## src/rtl/spi_flash_read_seq_if.sv

```systemverilog
// Register-port bus between the read sequencer (master) and the SPI interface block (slave).
interface spi_flash_read_seq_if;
    logic [1:0] bus2ip_addr;
    logic [8:0] bus2ip_data;
    logic       bus2ip_wr;
    logic       bus2ip_rd;
    logic [7:0] ip2bus_data;
    logic       ip2bus_wrack;
    logic       ip2bus_rdack;

    modport master (
        output bus2ip_addr,
        output bus2ip_data,
        output bus2ip_wr,
        output bus2ip_rd,
        input  ip2bus_data,
        input  ip2bus_wrack,
        input  ip2bus_rdack
    );

    modport slave (
        input  bus2ip_addr,
        input  bus2ip_data,
        input  bus2ip_wr,
        input  bus2ip_rd,
        output ip2bus_data,
        output ip2bus_wrack,
        output ip2bus_rdack
    );
endinterface

```

## src/rtl/spi_flash_read_seq.sv

```systemverilog
// Serial-flash READ (0x03) sequencer: drives the SPI block's register port and
// streams the returned payload bytes out on a valid/ready interface.
module spi_flash_read_seq #(
    parameter logic [1:0]  FREQ    = 2'b00,
    parameter int unsigned TIMEOUT = 1024
) (
    input  logic        clk,
    input  logic        rst,
    input  logic        start,
    input  logic [23:0] addr,
    input  logic [15:0] len,
    output logic        busy,
    output logic        done,
    output logic        err,
    output logic [7:0]  rd_byte,
    output logic        rd_valid,
    input  logic        rd_ready,
    spi_flash_read_seq_if.master bus
);
    localparam int unsigned WD_W      = $clog2(TIMEOUT) + 1;
    localparam int unsigned IDX_W     = 17;
    localparam int unsigned HDR_BYTES = 4;
    localparam logic [1:0]  REG_CMD   = 2'd0;
    localparam logic [1:0]  REG_STAT  = 2'd1;
    localparam logic [1:0]  REG_TX    = 2'd2;
    localparam logic [1:0]  REG_RX    = 2'd3;
    localparam logic [7:0]  CMD_READ  = 8'h03;

    typedef enum logic [2:0] {IDLE, CFG, TXW, POLL, RXR, EMIT, GAP, FIN} state_t;

    state_t             state_q, state_d;
    state_t             gap_tgt_q, gap_tgt_d;
    logic               poll_rpt_q, poll_rpt_d;
    logic [IDX_W-1:0]   idx_q, idx_d;
    logic [IDX_W-1:0]   last_q, last_d;
    logic [23:0]        addr_q, addr_d;
    logic [WD_W-1:0]    wd_q, wd_d;
    logic               busy_q, busy_d;
    logic               done_q, done_d;
    logic               err_q, err_d;
    logic [7:0]         rd_byte_q, rd_byte_d;
    logic               rd_valid_q, rd_valid_d;
    logic               wr_q, wr_d;
    logic               rd_q, rd_d;
    logic [1:0]         reg_q, reg_d;
    logic [8:0]         wdata_q, wdata_d;
    logic               abort;
    logic               wd_expired;

    // TX FIFO word for frame byte k; bit 8 closes the chip-select frame.
    function automatic logic [8:0] frame_word(input logic [IDX_W-1:0] k,
                                              input logic [IDX_W-1:0] last,
                                              input logic [23:0]      a);
        logic [7:0] b;
        if (k == IDX_W'(0))      b = CMD_READ;
        else if (k == IDX_W'(1)) b = a[23:16];
        else if (k == IDX_W'(2)) b = a[15:8];
        else if (k == IDX_W'(3)) b = a[7:0];
        else                     b = 8'h00;
        return {(k == last), b};
    endfunction

    // State and all registered outputs.
    always_ff @(posedge clk) begin
        if (rst) begin
            state_q    <= IDLE;
            gap_tgt_q  <= TXW;
            poll_rpt_q <= 1'b0;
            idx_q      <= '0;
            last_q     <= '0;
            addr_q     <= '0;
            wd_q       <= '0;
            busy_q     <= 1'b0;
            done_q     <= 1'b0;
            err_q      <= 1'b0;
            rd_byte_q  <= '0;
            rd_valid_q <= 1'b0;
            wr_q       <= 1'b0;
            rd_q       <= 1'b0;
            reg_q      <= '0;
            wdata_q    <= '0;
        end else begin
            state_q    <= state_d;
            gap_tgt_q  <= gap_tgt_d;
            poll_rpt_q <= poll_rpt_d;
            idx_q      <= idx_d;
            last_q     <= last_d;
            addr_q     <= addr_d;
            wd_q       <= wd_d;
            busy_q     <= busy_d;
            done_q     <= done_d;
            err_q      <= err_d;
            rd_byte_q  <= rd_byte_d;
            rd_valid_q <= rd_valid_d;
            wr_q       <= wr_d;
            rd_q       <= rd_d;
            reg_q      <= reg_d;
            wdata_q    <= wdata_d;
        end
    end

    // Next-state and next-output logic; every bus access is followed by a strobe-free GAP.
    always_comb begin
        state_d    = state_q;
        gap_tgt_d  = gap_tgt_q;
        poll_rpt_d = poll_rpt_q;
        idx_d      = idx_q;
        last_d     = last_q;
        addr_d     = addr_q;
        wd_d       = wd_q;
        busy_d     = busy_q;
        done_d     = 1'b0;
        err_d      = err_q;
        rd_byte_d  = rd_byte_q;
        rd_valid_d = rd_valid_q;
        wr_d       = wr_q;
        rd_d       = rd_q;
        reg_d      = reg_q;
        wdata_d    = wdata_q;
        abort      = 1'b0;
        wd_expired = (wd_q >= WD_W'(TIMEOUT - 1));

        unique case (state_q)
            IDLE: begin
                if (start) begin
                    if (len == 16'd0) begin
                        done_d = 1'b1;
                    end else begin
                        addr_d  = addr;
                        last_d  = IDX_W'(len) + IDX_W'(HDR_BYTES - 1);
                        idx_d   = '0;
                        err_d   = 1'b0;
                        busy_d  = 1'b1;
                        wr_d    = 1'b1;
                        reg_d   = REG_CMD;
                        wdata_d = {7'b0, FREQ};
                        wd_d    = '0;
                        state_d = CFG;
                    end
                end
            end
            CFG: begin
                if (bus.ip2bus_wrack) begin
                    wr_d      = 1'b0;
                    gap_tgt_d = TXW;
                    state_d   = GAP;
                end else if (wd_expired) begin
                    abort = 1'b1;
                end else begin
                    wd_d = wd_q + WD_W'(1);
                end
            end
            TXW: begin
                if (bus.ip2bus_wrack) begin
                    wr_d       = 1'b0;
                    gap_tgt_d  = POLL;
                    poll_rpt_d = 1'b0;
                    state_d    = GAP;
                end else if (wd_expired) begin
                    abort = 1'b1;
                end else begin
                    wd_d = wd_q + WD_W'(1);
                end
            end
            POLL: begin
                if (bus.ip2bus_rdack) begin
                    rd_d    = 1'b0;
                    state_d = GAP;
                    if (bus.ip2bus_data[0]) begin
                        gap_tgt_d  = POLL;
                        poll_rpt_d = 1'b1;
                    end else begin
                        gap_tgt_d = RXR;
                    end
                end else if (wd_expired) begin
                    abort = 1'b1;
                end else begin
                    wd_d = wd_q + WD_W'(1);
                end
            end
            RXR: begin
                if (bus.ip2bus_rdack) begin
                    rd_d = 1'b0;
                    if (idx_q < IDX_W'(HDR_BYTES)) begin
                        idx_d     = idx_q + IDX_W'(1);
                        gap_tgt_d = TXW;
                        state_d   = GAP;
                    end else begin
                        rd_byte_d  = bus.ip2bus_data;
                        rd_valid_d = 1'b1;
                        state_d    = EMIT;
                    end
                end else if (wd_expired) begin
                    abort = 1'b1;
                end else begin
                    wd_d = wd_q + WD_W'(1);
                end
            end
            EMIT: begin
                if (rd_ready) begin
                    rd_valid_d = 1'b0;
                    if (idx_q == last_q) begin
                        done_d  = 1'b1;
                        state_d = FIN;
                    end else begin
                        idx_d   = idx_q + IDX_W'(1);
                        wr_d    = 1'b1;
                        reg_d   = REG_TX;
                        wdata_d = frame_word(idx_d, last_q, addr_q);
                        wd_d    = '0;
                        state_d = TXW;
                    end
                end
            end
            GAP: begin
                state_d = gap_tgt_q;
                unique case (gap_tgt_q)
                    TXW: begin
                        wr_d    = 1'b1;
                        reg_d   = REG_TX;
                        wdata_d = frame_word(idx_q, last_q, addr_q);
                        wd_d    = '0;
                    end
                    POLL: begin
                        rd_d  = 1'b1;
                        reg_d = REG_STAT;
                        // The watchdog spans the whole polling sequence, not each poll.
                        if (!poll_rpt_q)     wd_d  = '0;
                        else if (wd_expired) abort = 1'b1;
                        else                 wd_d  = wd_q + WD_W'(1);
                    end
                    RXR: begin
                        rd_d  = 1'b1;
                        reg_d = REG_RX;
                        wd_d  = '0;
                    end
                    default: begin
                        busy_d  = 1'b0;
                        state_d = IDLE;
                    end
                endcase
            end
            FIN: begin
                busy_d  = 1'b0;
                state_d = IDLE;
            end
            default: begin
                busy_d  = 1'b0;
                wr_d    = 1'b0;
                rd_d    = 1'b0;
                state_d = IDLE;
            end
        endcase

        // Watchdog abort: drop strobes and finish with an error.
        if (abort) begin
            wr_d    = 1'b0;
            rd_d    = 1'b0;
            err_d   = 1'b1;
            done_d  = 1'b1;
            state_d = FIN;
        end
    end

    assign busy            = busy_q;
    assign done            = done_q;
    assign err             = err_q;
    assign rd_byte         = rd_byte_q;
    assign rd_valid        = rd_valid_q;
    assign bus.bus2ip_wr   = wr_q;
    assign bus.bus2ip_rd   = rd_q;
    assign bus.bus2ip_addr = reg_q;
    assign bus.bus2ip_data = wdata_q;
endmodule

```

## src/flat_wrapper.sv

```systemverilog
// flat-port wrapper written by rule: the top's interface ports become plain ports
module spi_flash_read_seq_flat 
#(
    parameter logic [1:0]  FREQ    = 2'b00,
    parameter int unsigned TIMEOUT = 1024
)
  (clk, rst, start, addr, len, busy, done, err, rd_byte, rd_valid, rd_ready, bus_bus2ip_addr, bus_bus2ip_data, bus_bus2ip_wr, bus_bus2ip_rd, bus_ip2bus_data, bus_ip2bus_wrack, bus_ip2bus_rdack);
  spi_flash_read_seq_if bus_i ();
  input  logic clk;
  input  logic rst;
  input  logic start;
  input  logic [23:0] addr;
  input  logic [15:0] len;
  output logic busy;
  output logic done;
  output logic err;
  output logic [7:0] rd_byte;
  output logic rd_valid;
  input  logic rd_ready;
  output wire logic [$bits(bus_i.bus2ip_addr)-1:0] bus_bus2ip_addr;
  output wire logic [$bits(bus_i.bus2ip_data)-1:0] bus_bus2ip_data;
  output wire logic [$bits(bus_i.bus2ip_wr)-1:0] bus_bus2ip_wr;
  output wire logic [$bits(bus_i.bus2ip_rd)-1:0] bus_bus2ip_rd;
  input wire logic [$bits(bus_i.ip2bus_data)-1:0] bus_ip2bus_data;
  input wire logic [$bits(bus_i.ip2bus_wrack)-1:0] bus_ip2bus_wrack;
  input wire logic [$bits(bus_i.ip2bus_rdack)-1:0] bus_ip2bus_rdack;
  assign bus_bus2ip_addr = bus_i.bus2ip_addr;
  assign bus_bus2ip_data = bus_i.bus2ip_data;
  assign bus_bus2ip_wr = bus_i.bus2ip_wr;
  assign bus_bus2ip_rd = bus_i.bus2ip_rd;
  assign bus_i.ip2bus_data = bus_ip2bus_data;
  assign bus_i.ip2bus_wrack = bus_ip2bus_wrack;
  assign bus_i.ip2bus_rdack = bus_ip2bus_rdack;
  spi_flash_read_seq #(.FREQ(FREQ), .TIMEOUT(TIMEOUT)) u_core (.clk(clk), .rst(rst), .start(start), .addr(addr), .len(len), .busy(busy), .done(done), .err(err), .rd_byte(rd_byte), .rd_valid(rd_valid), .rd_ready(rd_ready), .bus(bus_i));
endmodule
```

## config.mk

```make
export PLATFORM = sky130hd
export DESIGN_NAME = spi_flash_read_seq_flat
export DESIGN_NICKNAME = d
export VERILOG_FILES = /design/src/rtl/spi_flash_read_seq_if.sv /design/src/rtl/spi_flash_read_seq.sv /design/src/flat_wrapper.sv
export SDC_FILE = /design/constraint.sdc
export NUM_CORES = 1
export LEC_CHECK = 0
export ABC_AREA = 1
export CORE_MARGIN = 3
export CORE_UTILIZATION = 55
export DETAILED_ROUTE_END_ITERATION = 16
export HOLD_SLACK_MARGIN = 0.08
export PLACE_DENSITY = 0.79
export SYNTH_ARGS = -nofsm -noshare
export SYNTH_HDL_FRONTEND = slang
export SYNTH_SLANG_ARGS = --single-unit
```

## constraint.sdc

```tcl
create_clock -name clk -period 4.2 [get_ports clk]
set_input_delay 0.63 -clock clk [delete_from_list [all_inputs] [get_ports clk]]
set_output_delay 0.63 -clock clk [all_outputs]
set_load 0.05 [all_outputs]
```

==> results of run 1 <==
==> critical path, stage by stage (launching register included) <==
cell and delay [ns]:
sky130_fd_sc_hd__dfxtp_1 0.54, sky130_fd_sc_hd__ha_1 0.26, sky130_fd_sc_hd__nand3_1 0.15, sky130_fd_sc_hd__nor2_1 0.25
sky130_fd_sc_hd__nand3_1 0.15, sky130_fd_sc_hd__nand2_1 0.09, sky130_fd_sc_hd__nand2_1 0.07, sky130_fd_sc_hd__nor2_1 0.16
sky130_fd_sc_hd__nand2_1 0.09, sky130_fd_sc_hd__nor2_2 0.35, sky130_fd_sc_hd__nand2_2 0.30, sky130_fd_sc_hd__nand3_1 0.23
sky130_fd_sc_hd__nand2_1 0.08, sky130_fd_sc_hd__a21oi_2 0.10
==> metal layers <==
metal  share of wire [%]  GRT usage (%)  vias up
met4                 2.8           10.4        0
li1                    -              -     3542
met3                 5.4           4.54       39
met1                  46           36.2     3095
met2                  46           43.1      225
met5                   0              0        -
==> area by class of cell <==
| type | count | share of cell area [%] |
|---|---|---|
| tap | 143 | 2.31 |
| multi-input combinational | 792 | 50.5 |
| clock inverter | 5 | 0.743 |
| inverter | 130 | 6.30 |
| sequential | 101 | 26.1 |
| clock buffer | 11 | 3.26 |
| timing repair buffer | 85 | 10.8 |
==> how the worst max path moves through the flow <==
stage                     from                         to  slack (ns)  cells past startpoint
2_1_floorplan           len[0]          u_core.last_q[15]        2.06                     10
3_3_place_gp            len[0]             u_core.wd_q[2]        1.19                     12
3_5_place_dp            len[0]             u_core.wd_q[2]        1.07                     12
4_1_cts        u_core.idx_q[1]  u_core.bus.bus2ip_data[2]        1.38                     12
5_1_grt        u_core.idx_q[1]  u_core.bus.bus2ip_data[4]        1.09                     14
6_report       u_core.idx_q[1]  u_core.bus.bus2ip_data[2]        1.32                     13
==> logic make-up (layout without fill, tap and decap cells) <==
kind of cell             Yosys count  in the layout
adder cells (fa/ha/maj)            8              8
AO/OA/AOI/OAI                    149            149
AND/OR/NAND/NOR                  586            586
XOR/XNOR                          49             49
flip-flops                       101            101
buffers and inverters            167            231
==> where the power goes <==
part,internal [uW],switching (uW),leakage [uW]
combinational,812,1660,0.00243
sequential,1220,250,0.000829
clock,496,375,0.000156
total,2530,2280,0.00342
==> through the flow <==
stage	worst slack, ns	power [uW]	hold slack, ns	cell area [um2]
final	1.32	4810	0.459	7740
after CTS	1.38	4790	0.464	7740
after global placement	1.19	3890	0.448	7430
after floorplan	2.06	3330	0.436	6610
after global routing	1.09	5170	0.485	7740
after detailed placement	1.07	3920	0.453	7430
==> cell usage after synthesis (all sizes together) <==
cell / count
xnor2: 14
nand4: 39
o21ai: 63
or2: 1
a21oi: 74
xor2: 35
o22ai: 1
nor3b: 1
nand3: 92
a211oi: 1
o221ai: 2
dfxtp: 101
o21a: 1
a31oi: 1
clkinv: 2
o41ai: 1
nor4: 6
buf: 14
nor2: 158
o211ai: 2
nand2: 270
a2111oi: 1
ha: 8
inv: 128
clkbuf: 23
o2111ai: 2
nor3: 18
nand3b: 1
==> registers in the layout, summed over array words and instances (netlist names), 2 cells and up <==
| register | flops |
|---|---|
| u_core.addr_q | 24 |
| u_core.bus.bus2ip_addr | 2 |
| u_core.bus.bus2ip_data | 9 |
| u_core.gap_tgt_q | 3 |
| u_core.idx_q | 17 |
| u_core.last_q | 17 |
| u_core.rd_byte | 8 |
| u_core.state_q | 3 |
| u_core.wd_q | 11 |
==> impl_summary.txt, run 1 <==
----------------------------------------------------
[Die]
  Starting density of the core ... 57.2%
  I/O pins ... 79
  FP Rows ... 39
  Total Die Area ... 13400 um2
  Die H ... 116 um
  Standard cell core area ... 11600 um2
  Horizontal die dimension ... 116 um

[Min path]
  Hold Path End ... u_core.rd_byte[0]
  Depth of the worst hold-timing path ... 2
  Min-delay src ... u_core.rd_byte[0]
  Worst hold path type ... reg -> reg

[Setup path]
  Critical setup path kind ... reg -> reg
  Worst setup SP type ... register
  Worst reg2reg startpoint ... u_core.idx_q[1]
  Kind of capture point of the worst setup path ... register
  End of the worst register-to-register path ... u_core.bus.bus2ip_data[2]
  R2R setup slack ... 1.32 ns
  Critical Path RT ... 4.50 ns
  Critical Path Fanout Max ... 14
  CP arrival ... 3.17 ns
  R2r worst-path depth ... 13

[Global routing]
  Wire length of the first global-routing pass ... 29.1 mm
  Total routing resource utilization after global routing ... 26.8%
  Initial antenna violation count ... 0
  Pin count of the biggest net entering global routing ... 51
  Via count of the first global-routing pass ... 6197
  Remaining Overflow, GRT ... 0

[Layout]
  Fraction of final layout cells sized beyond drive strength 1 ... 5.16%
  Area delta synth->final ... 17.1%
  Fill cell total of the finished layout ... 1068
  Most common library cell in the layout ignoring fill and taps ... sky130_fd_sc_hd__nand2_1
  Final cell count without fillers ... 1267
  Final design utilization ... 67.0%
  Area taken by flip-flops and latches ... 2020 um2
  Area of combinational cells with multiple inputs ... 3910 um2
  Commonest non-fill, non-tap cells in the layout ... sky130_fd_sc_hd__nand2_1, sky130_fd_sc_hd__nor2_1, sky130_fd_sc_hd__inv_1
  Antenna diode count ... 0
  NumNets Final ... 1181

[Route]
  DRC marker count from the first detailed-route iteration ... 769
  Routed via count ... 6901
  DRC viols ... 0
  Iteration count of the initial detailed-routing pass ... 5
  Number of nets with antenna violations after routing ... 0
  Post-detailed-route via-to-cell ratio ... 5.45
  Detailed-route wire length per cell ... 14.0 um
  Detailed Route WL ... 17.8 mm

[CTS]
  Number of buffers between clock root and the deepest sink ... 2
  Clock tree from TritonCTS ... built
  Hold_buf cts ... 0
  Clock latency at the later pin of the worst-skew pair ... 0.35 ns
  Clock-pin slew on the worst setup and hold paths ... 0.07 ns
  H-tree Lvls ... 3
  Number of clock sinks seen by CTS ... 101
  Clock root buffer master ... sky130_fd_sc_hd__clkbuf_16
  Post-CTS setup buffer count ... 0
  Number of buffers inserted during clock tree synthesis ... 9
  Resized Gates After CTS ... 0

[Logic synthesis]
  Post-Synth XOR/XNOR Area ... 6.49%
  Post-synthesis mux area share ... 0%
  #FFs+latches synth ... 101
  Proportion of netlist area held by the largest area contributor ... 30.6%
  Post-Syn Instances ... 1060
  Largest cells by area after synthesis ... sky130_fd_sc_hd__dfxtp_1, sky130_fd_sc_hd__nand2_1, sky130_fd_sc_hd__nor2_1, sky130_fd_sc_hd__inv_1, sky130_fd_sc_hd__nand3_1
  Dominant cell type by area after synthesis ... sky130_fd_sc_hd__dfxtp_1
  Adder-cell share of the synthesized area ... 1.51%
  Number of warning messages in the yosys log ... 0
  Combinational family with the most area after synthesis ... simple AND/OR/NAND/NOR gates
  Distinct cell type count after synthesis ... 41
  Syn_nets ... 1122
  Mapped cell area ... 6610 um2
  Compound-gate portion of the synthesized area ... 12.1%
  Syn Area/Cell ... 6.24 um2
  Sequential cell area fraction in the yosys report ... 30.6%
  Simple-gate area share of the yosys netlist ... 39.0%

[Outcome]
  Outcome ... finished, final reports clean

[Timing]
  Number of endpoints with negative hold slack in the final report ... 0
  Slew Limit Headroom ... 48.1%
  Final Max Slew Viols ... 0
  Clock period minus worst slack ... 2.88 ns
  Final setup violation count ... 0
  Maximum clock skew at final layout ... 0.00804 ns
  Highest achievable clock rate ... 348 MHz
  RSZ-0062 raised after global routing ... no
  Final setup TNS ... 0 ns
  Worst-Margin Slew ... 0.770 ns
  Period utilization ... 68.5%

[Placement]
  Number of placed instances with taps included ... 1251
  HPWL after DPL ... 13.0 mm
  Number of port buffers ... 78
  Routability congestion estimate from global placement ... 0.949

[Pwr]
  Leak pwr ... 0.00342 uW
  Worst ir drop on vdd ... 0.434 mV
  Power Density ... 621 nW/um2

[Job]
  Number of max-cap violations ... 0

----------------------------------------------------
(Power assumes the default switching activity.)
==> inputs of run 2 (changes only) <==
CORE_UTILIZATION = 51   (was 55)
PLACE_DENSITY = 0.77   (was 0.79)
clock period = 2.5 ns   (was 4.2 ns; I/O delays follow)
==> impl_summary.txt, run 2 (synthesis results as in run 1) <==
----------------------------------------------------
[Setup path]
  Worst setup SP type ... register
  Critical Path RT ... 2.72 ns (-1.78 ns)
  Kind of capture point of the worst setup path ... register
  Critical Path Fanout Max ... 11 (-3)
  Family of cells with the greatest summed delay on the critical path ... simple AND/OR/NAND/NOR gates
  Worst reg2reg startpoint ... u_core.idx_q[3]
  CP arrival ... 2.53 ns (-0.64 ns)
  Max stage delay on crit path ... 0.41 ns (-0.13 ns)
  Cell with the biggest individual delay on the critical path ... sky130_fd_sc_hd__nor3_4
  Crit path launch ... u_core.idx_q[3]
  Sequence of cells on the critical path ... inv_1 > nand4_1 > nor2_1 > nand2_1 > nand2_1 > o21ai_1 > nor3_4 > buf_4 > nand3_1 > nand2_1 > nor2_1
  Bufs and invs on worst path ... 2 (+2)
  Critical setup path kind ... reg -> reg
  Most frequent cell on the critical path ... sky130_fd_sc_hd__nand2_1

[CTS]
  Number of buffers inserted during clock tree synthesis ... 9 (unchanged)
  H-tree Lvls ... 3 (unchanged)
  Number of clock sinks seen by CTS ... 101 (unchanged)
  Clock tree from TritonCTS ... built
  Clock root buffer master ... sky130_fd_sc_hd__clkbuf_16
  Clock latency at the later pin of the worst-skew pair ... 0.36 ns (about the same)
  Hold_buf cts ... 0 (unchanged)
  Clock-pin slew on the worst setup and hold paths ... 0.08 ns (about the same)
  Number of buffers between clock root and the deepest sink ... 2 (unchanged)

[Pwr]
  Power Density ... 1040 nW/um2 (+68%)
  Worst ir drop on vdd ... 0.590 mV (+36%)
  Leak pwr ... 0.00362 uW (+5.9%)

[Job]
  Number of max-cap violations ... 0 (unchanged)

[Timing]
  Number of endpoints with negative hold slack in the final report ... 0 (unchanged)
  Slew Limit Headroom ... 65.8% (+18 points)
  RSZ-0062 raised after global routing ... no
  Period utilization ... 92.3% (+24 points)
  Highest achievable clock rate ... 433 MHz (+25%)
  Final Max Slew Viols ... 0 (unchanged)
  Final setup violation count ... 0 (unchanged)
  Final setup TNS ... 0 ns (unchanged)
  Maximum clock skew at final layout ... 0.0137 ns (+0.00562 ns)
  Worst-Margin Slew ... 0.511 ns (-0.258 ns)
  Clock period minus worst slack ... 2.31 ns (-0.569 ns)

[Layout]
  Most common library cell in the layout ignoring fill and taps ... sky130_fd_sc_hd__nand2_1
  Largest register by flop count ... u_core.addr_q
  Largest register FFs ... 24 (unchanged)
  Final design utilization ... 65.9% (-1.1 points)
  NumNets Final ... 1214 (+2.8%)
  Commonest non-fill, non-tap cells in the layout ... sky130_fd_sc_hd__nand2_1, sky130_fd_sc_hd__nor2_1, sky130_fd_sc_hd__inv_1
  Antenna diode count ... 0 (unchanged)
  Fill cell total of the finished layout ... 1178 (+10%)
  Largest regs ... u_core.addr_q (24), u_core.idx_q (17), u_core.last_q (17)
  Final cell count without fillers ... 1325 (+4.6%)
  Fraction of final layout cells sized beyond drive strength 1 ... 8.73% (+3.6 points)
  Area delta synth->final ... 23.2%

[Route]
  Number of nets with antenna violations after routing ... 0 (unchanged)
  DRC marker count from the first detailed-route iteration ... 762 (-0.91%)
  DRC viols ... 0 (unchanged)
  Detailed Route WL ... 18.5 mm (+3.7%)
  Iteration count of the initial detailed-routing pass ... 7 (+2)
  Detailed-route wire length per cell ... 13.9 um (-0.86%)
  Routed via count ... 7041 (+2.0%)
  Post-detailed-route via-to-cell ratio ... 5.31 (-2.4%)

[Die]
  FP Rows ... 40 (+2.6%)
  Standard cell core area ... 12400 um2 (+6.9%)
  I/O pins ... 79 (unchanged)
  Horizontal die dimension ... 120 um (+3.6%)
  Die H ... 120 um (+3.6%)
  Starting density of the core ... 53.5% (-3.7 points)
  Total Die Area ... 14400 um2 (+7.4%)

[Global routing]
  Remaining Overflow, GRT ... 0 (unchanged)
  Wire length of the first global-routing pass ... 31.1 mm (+6.9%)
  Pin count of the biggest net entering global routing ... 58 (+14%)
  Via count of the first global-routing pass ... 6581 (+6.2%)
  Initial antenna violation count ... 0 (unchanged)
  Total routing resource utilization after global routing ... 26.3% (-0.57 points)

[Placement]
  Number of placed instances with taps included ... 1308 (+4.6%)
  HPWL after DPL ... 13.5 mm (+4.1%)
  Number of port buffers ... 78 (unchanged)
  Routability congestion estimate from global placement ... 0.954 (+0.59%)

[Min path]
  Worst hold path type ... reg -> reg
  Min-delay src ... u_core.rd_byte[2]

[Outcome]
  Outcome ... finished, final reports clean

----------------------------------------------------
==> run 2: changes by cell type in the layout (fill, tap and decap cells not counted), moves of 2 or more <==
cell and change:
sky130_fd_sc_hd__nor2_1 -7, sky130_fd_sc_hd__buf_4 +28, sky130_fd_sc_hd__buf_12 +5, sky130_fd_sc_hd__nor2_2 +5
sky130_fd_sc_hd__clkbuf_8 -2, sky130_fd_sc_hd__nor2_4 +2, sky130_fd_sc_hd__inv_6 +2
==> run 2: final timing paths <==
kind	endpoint	cells after the start	slack, ns
worst min register to register	u_core.rd_byte[2]	2	0.46
worst min-delay path	u_core.rd_byte[2]	2	0.46
worst max-delay path	u_core.idx_q[16]	11	0.19
worst max register to register	u_core.idx_q[16]	11	0.19
==> run 2: metrics by stage <==
step           total power [uW]  hold slack, ns  setup slack [ns]  area (um2)
6_report                   8500           0.462             0.193        8150
5_1_grt                    9120           0.485            0.0108        8150
4_1_cts                    8450           0.465            0.0166        8100
3_5_place_dp               6860           0.457            0.0245        7770
3_3_place_gp               6800           0.450            0.0790        7770
2_1_floorplan              5590           0.436             0.421        6610
==> run 2: report_power, final <==
part,switching (uW),leakage [uW],internal (uW),total (uW)
Sequential,407,0.000829,2050,2460
Combinational,2890,0.00263,1580,4470
Clock,683,0.000163,895,1580
==> run 2: final cells by class <==
cell class / count / area (um2) / area share [%]
Multi-Input combinational cell: 792 / 3960 / 48.5
Sequential cell: 101 / 2020 / 24.8
Timing Repair Buffer: 118 / 1140 / 14.0
Inverter: 130 / 488 / 5.99
Clock buffer: 9 / 225 / 2.76
Tap cell: 168 / 210 / 2.58
Clock inverter: 7 / 103 / 1.26
==> run 2: routing by layer <==
layer	GRT usage (%)	vias to the layer above	routed length, um
met4	7.44	0	288
met3	4.52	32	1150
met2	44.1	255	8620
li1	-	3623	-
met1	34.7	3131	8400
met5	0	-	0
==> run 2: timing repair <==
action | CTS | global route
endpoints found under the setup margin | 0 | 24
buffers inserted | 0 | 1
resized for setup | 0 | 13
==> run 2: tightest hold or removal path, cell delays in order, from the launching register on <==
cell,delay (ns)
sky130_fd_sc_hd__dfxtp_1,0.31
sky130_fd_sc_hd__nand2_1,0.06
sky130_fd_sc_hd__a21oi_1,0.05
==> inputs of run 3 (changes only) <==
GPL_TIMING_DRIVEN = 0   (was default)
SLEW_MARGIN = 20   (was default)
==> impl_summary.txt, run 3 (synthesis results as in run 1) <==
----------------------------------------------------
[Die]
  I/O pins ... 79 (unchanged)
  Die H ... 120 um (unchanged)
  Standard cell core area ... 12400 um2 (unchanged)
  Total Die Area ... 14400 um2 (unchanged)
  Starting density of the core ... 53.5% (unchanged)
  Horizontal die dimension ... 120 um (unchanged)
  FP Rows ... 40 (unchanged)

[Pwr]
  Clock share of power ... 16.9% (-1.7 points)
  Reported net switching power ... 4060 uW (+2.1%)
  Int Pwr ... 4360 uW (-3.7%)
  Share of power burned in combinational logic ... 54.1% (+1.6 points)
  Fraction of power spent switching nets ... 48.3% (+1.5 points)
  Leak pwr ... 0.00352 uW (-2.9%)
  Worst ir drop on vdd ... 0.488 mV (-17%)
  Power Density ... 1050 nW/um2 (+0.90%)
  Portion of total power attributed to sequential cells ... 29.0% (about the same)

[Global routing]
  Total routing resource utilization after global routing ... 27.0% (+0.72 points)
  Initial antenna violation count ... 0 (unchanged)
  Remaining Overflow, GRT ... 0 (unchanged)
  Wire length of the first global-routing pass ... 31.3 mm (+0.67%)
  Via count of the first global-routing pass ... 6318 (-4.0%)
  Pin count of the biggest net entering global routing ... 19 (-67%)

[Setup path]
  Most frequent cell on the critical path ... sky130_fd_sc_hd__nor2_1
  Max stage delay on crit path ... 0.52 ns (+0.11 ns)
  Kind of capture point of the worst setup path ... register
  Critical setup path kind ... in -> reg
  Critical Path Fanout Max ... 10 (-1)
  Sequence of cells on the critical path ... clkdlybuf4s50_1 > inv_1 > nand4_1 > nor2_1 > nand4_1 > nand2_1 > nor2_4 > inv_2 > clkbuf_1 > nor2_1 > nor2_1
  Critical Path RT ... 2.80 ns (+0.08 ns)
  CP arrival ... 2.74 ns (+0.21 ns)
  Cell with the biggest individual delay on the critical path ... sky130_fd_sc_hd__clkbuf_1
  Worst setup SP type ... input port

[Route]
  DRC viols ... 0 (unchanged)
  Post-detailed-route via-to-cell ratio ... 5.41 (+1.7%)
  Number of nets with antenna violations after routing ... 0 (unchanged)
  Routed via count ... 7173 (+1.9%)
  DRC marker count from the first detailed-route iteration ... 925 (+21%)
  Detailed Route WL ... 19.3 mm (+4.4%)
  Iteration count of the initial detailed-routing pass ... 5 (-2)
  Detailed-route wire length per cell ... 14.5 um (+4.3%)

[Min path]
  Worst hold path type ... in -> reg

[Layout]
  Largest register by flop count ... u_core.addr_q
  Largest register FFs ... 24 (unchanged)
  Largest regs ... u_core.addr_q (24), u_core.idx_q (17), u_core.last_q (17)
  Area delta synth->final ... 20.9%
  Final design utilization ... 64.7% (-1.2 points)
  Fraction of final layout cells sized beyond drive strength 1 ... 7.16% (-1.6 points)
  NumNets Final ... 1216 (+0.16%)
  Commonest non-fill, non-tap cells in the layout ... sky130_fd_sc_hd__nand2_1, sky130_fd_sc_hd__nor2_1, sky130_fd_sc_hd__inv_1
  Most common library cell in the layout ignoring fill and taps ... sky130_fd_sc_hd__nand2_1
  Antenna diode count ... 0 (unchanged)
  Final cell count without fillers ... 1327 (+0.15%)
  Post-route standard cell area excluding fillers ... 8000 um2 (-1.9%)

[Timing]
  Number of endpoints with negative hold slack in the final report ... 0 (unchanged)
  Final setup violation count ... 0 (unchanged)
  Clock period minus worst slack ... 2.43 ns (+0.126 ns)
  Slew Limit Headroom ... 51.7% (-14 points)
  Final worst hold slack ... 0.438 ns (-0.0241 ns)
  Highest achievable clock rate ... 411 MHz (-5.2%)
  Final Max Slew Viols ... 0 (unchanged)
  Period utilization ... 97.3% (+5.0 points)
  RSZ-0062 raised after global routing ... yes
  Final setup TNS ... 0 ns (unchanged)
  Worst-Margin Slew ... 0.706 ns (+0.195 ns)
  Maximum clock skew at final layout ... 0.00707 ns (-0.00660 ns)

[CTS]
  Clock tree from TritonCTS ... built
  Number of clock sinks seen by CTS ... 101 (unchanged)
  Clock latency at the later pin of the worst-skew pair ... 0.37 ns (about the same)
  Number of buffers inserted during clock tree synthesis ... 9 (unchanged)
  H-tree Lvls ... 3 (unchanged)
  Number of buffers between clock root and the deepest sink ... 2 (unchanged)
  Clock root buffer master ... sky130_fd_sc_hd__clkbuf_16
  Hold_buf cts ... 0 (unchanged)
  Clock-pin slew on the worst setup and hold paths ... 0.07 ns (about the same)

[Placement]
  Routability congestion estimate from global placement ... 0.988 (+3.6%)
  Placed Instance Area ... 7590 um2 (-2.3%)
  Number of placed instances with taps included ... 1305 (-0.23%)
  HPWL after DPL ... 14.6 mm (+7.8%)
  Number of port buffers ... 77 (-1.3%)

[Outcome]
  Outcome ... finished, final reports clean

[Job]
  Number of max-cap violations ... 0 (unchanged)

----------------------------------------------------
run 3: routing by layer:
layer	wire, um	part of all wire, %	up-vias	GRT usage (%)
li1	-	-	3610	-
met4	348	1.8	0	9.52
met2	8830	46	296	42.6
met1	8670	45	3241	37.4
met5	0	0	-	0
met3	1420	7.4	26	4.34
run 3: final timing paths:
check / start / to / slack [ns] / cells after the start
setup / recovery: len[12] / u_core.last_q[15] / 0.07 / 11
hold / removal: rst / u_core.state_q[2] / 0.44 / 2
setup reg to reg: u_core.idx_q[1] / u_core.bus.bus2ip_data[3] / 0.12 / 14
hold reg to reg: u_core.rd_byte[2] / u_core.rd_byte[2] / 0.46 / 2
run 3: per-stage QoR:
stage	total power, uW	worst slack [ns]
floorplan	5590	0.421
global placement	6750	-0.449
detailed placement	6790	-0.482
CTS	8210	0.0366
global route	9030	-0.0280
finish	8420	0.0664
run 3: power by group through the flow:
stage	clock (uW)	sequential [uW]	combinational [uW]
6_report	1420	2440	4560
5_1_grt	1500	2490	5040
4_1_cts	1440	2420	4350
3_5_place_dp	0	2450	4340
3_3_place_gp	0	2450	4300
2_1_floorplan	0	2720	2870
run 3: worst max-delay path: cells and delay by family:
family / cells / cell delay, ns
simple gates: 7 / 1.13
buf+inv: 4 / 1.22
run 3: area by class of cell:
type | instances | area, um2
Clock buffer | 10 | 239
Inverter | 130 | 488
Tap cell | 168 | 210
Multi-Input combinational cell | 792 | 3950
Clock inverter | 6 | 55.1
Fill cell | 1234 | 4370
Timing Repair Buffer | 83 | 828
Buffer | 37 | 195
Sequential cell | 101 | 2030
run 3: repair_timing:
item | 4_1_cts | 5_1_grt
resized for setup | 3 | 17
setup buffers | 0 | 6
endpoints found under the setup margin | 18 | 49
pin swaps | 1 | 4
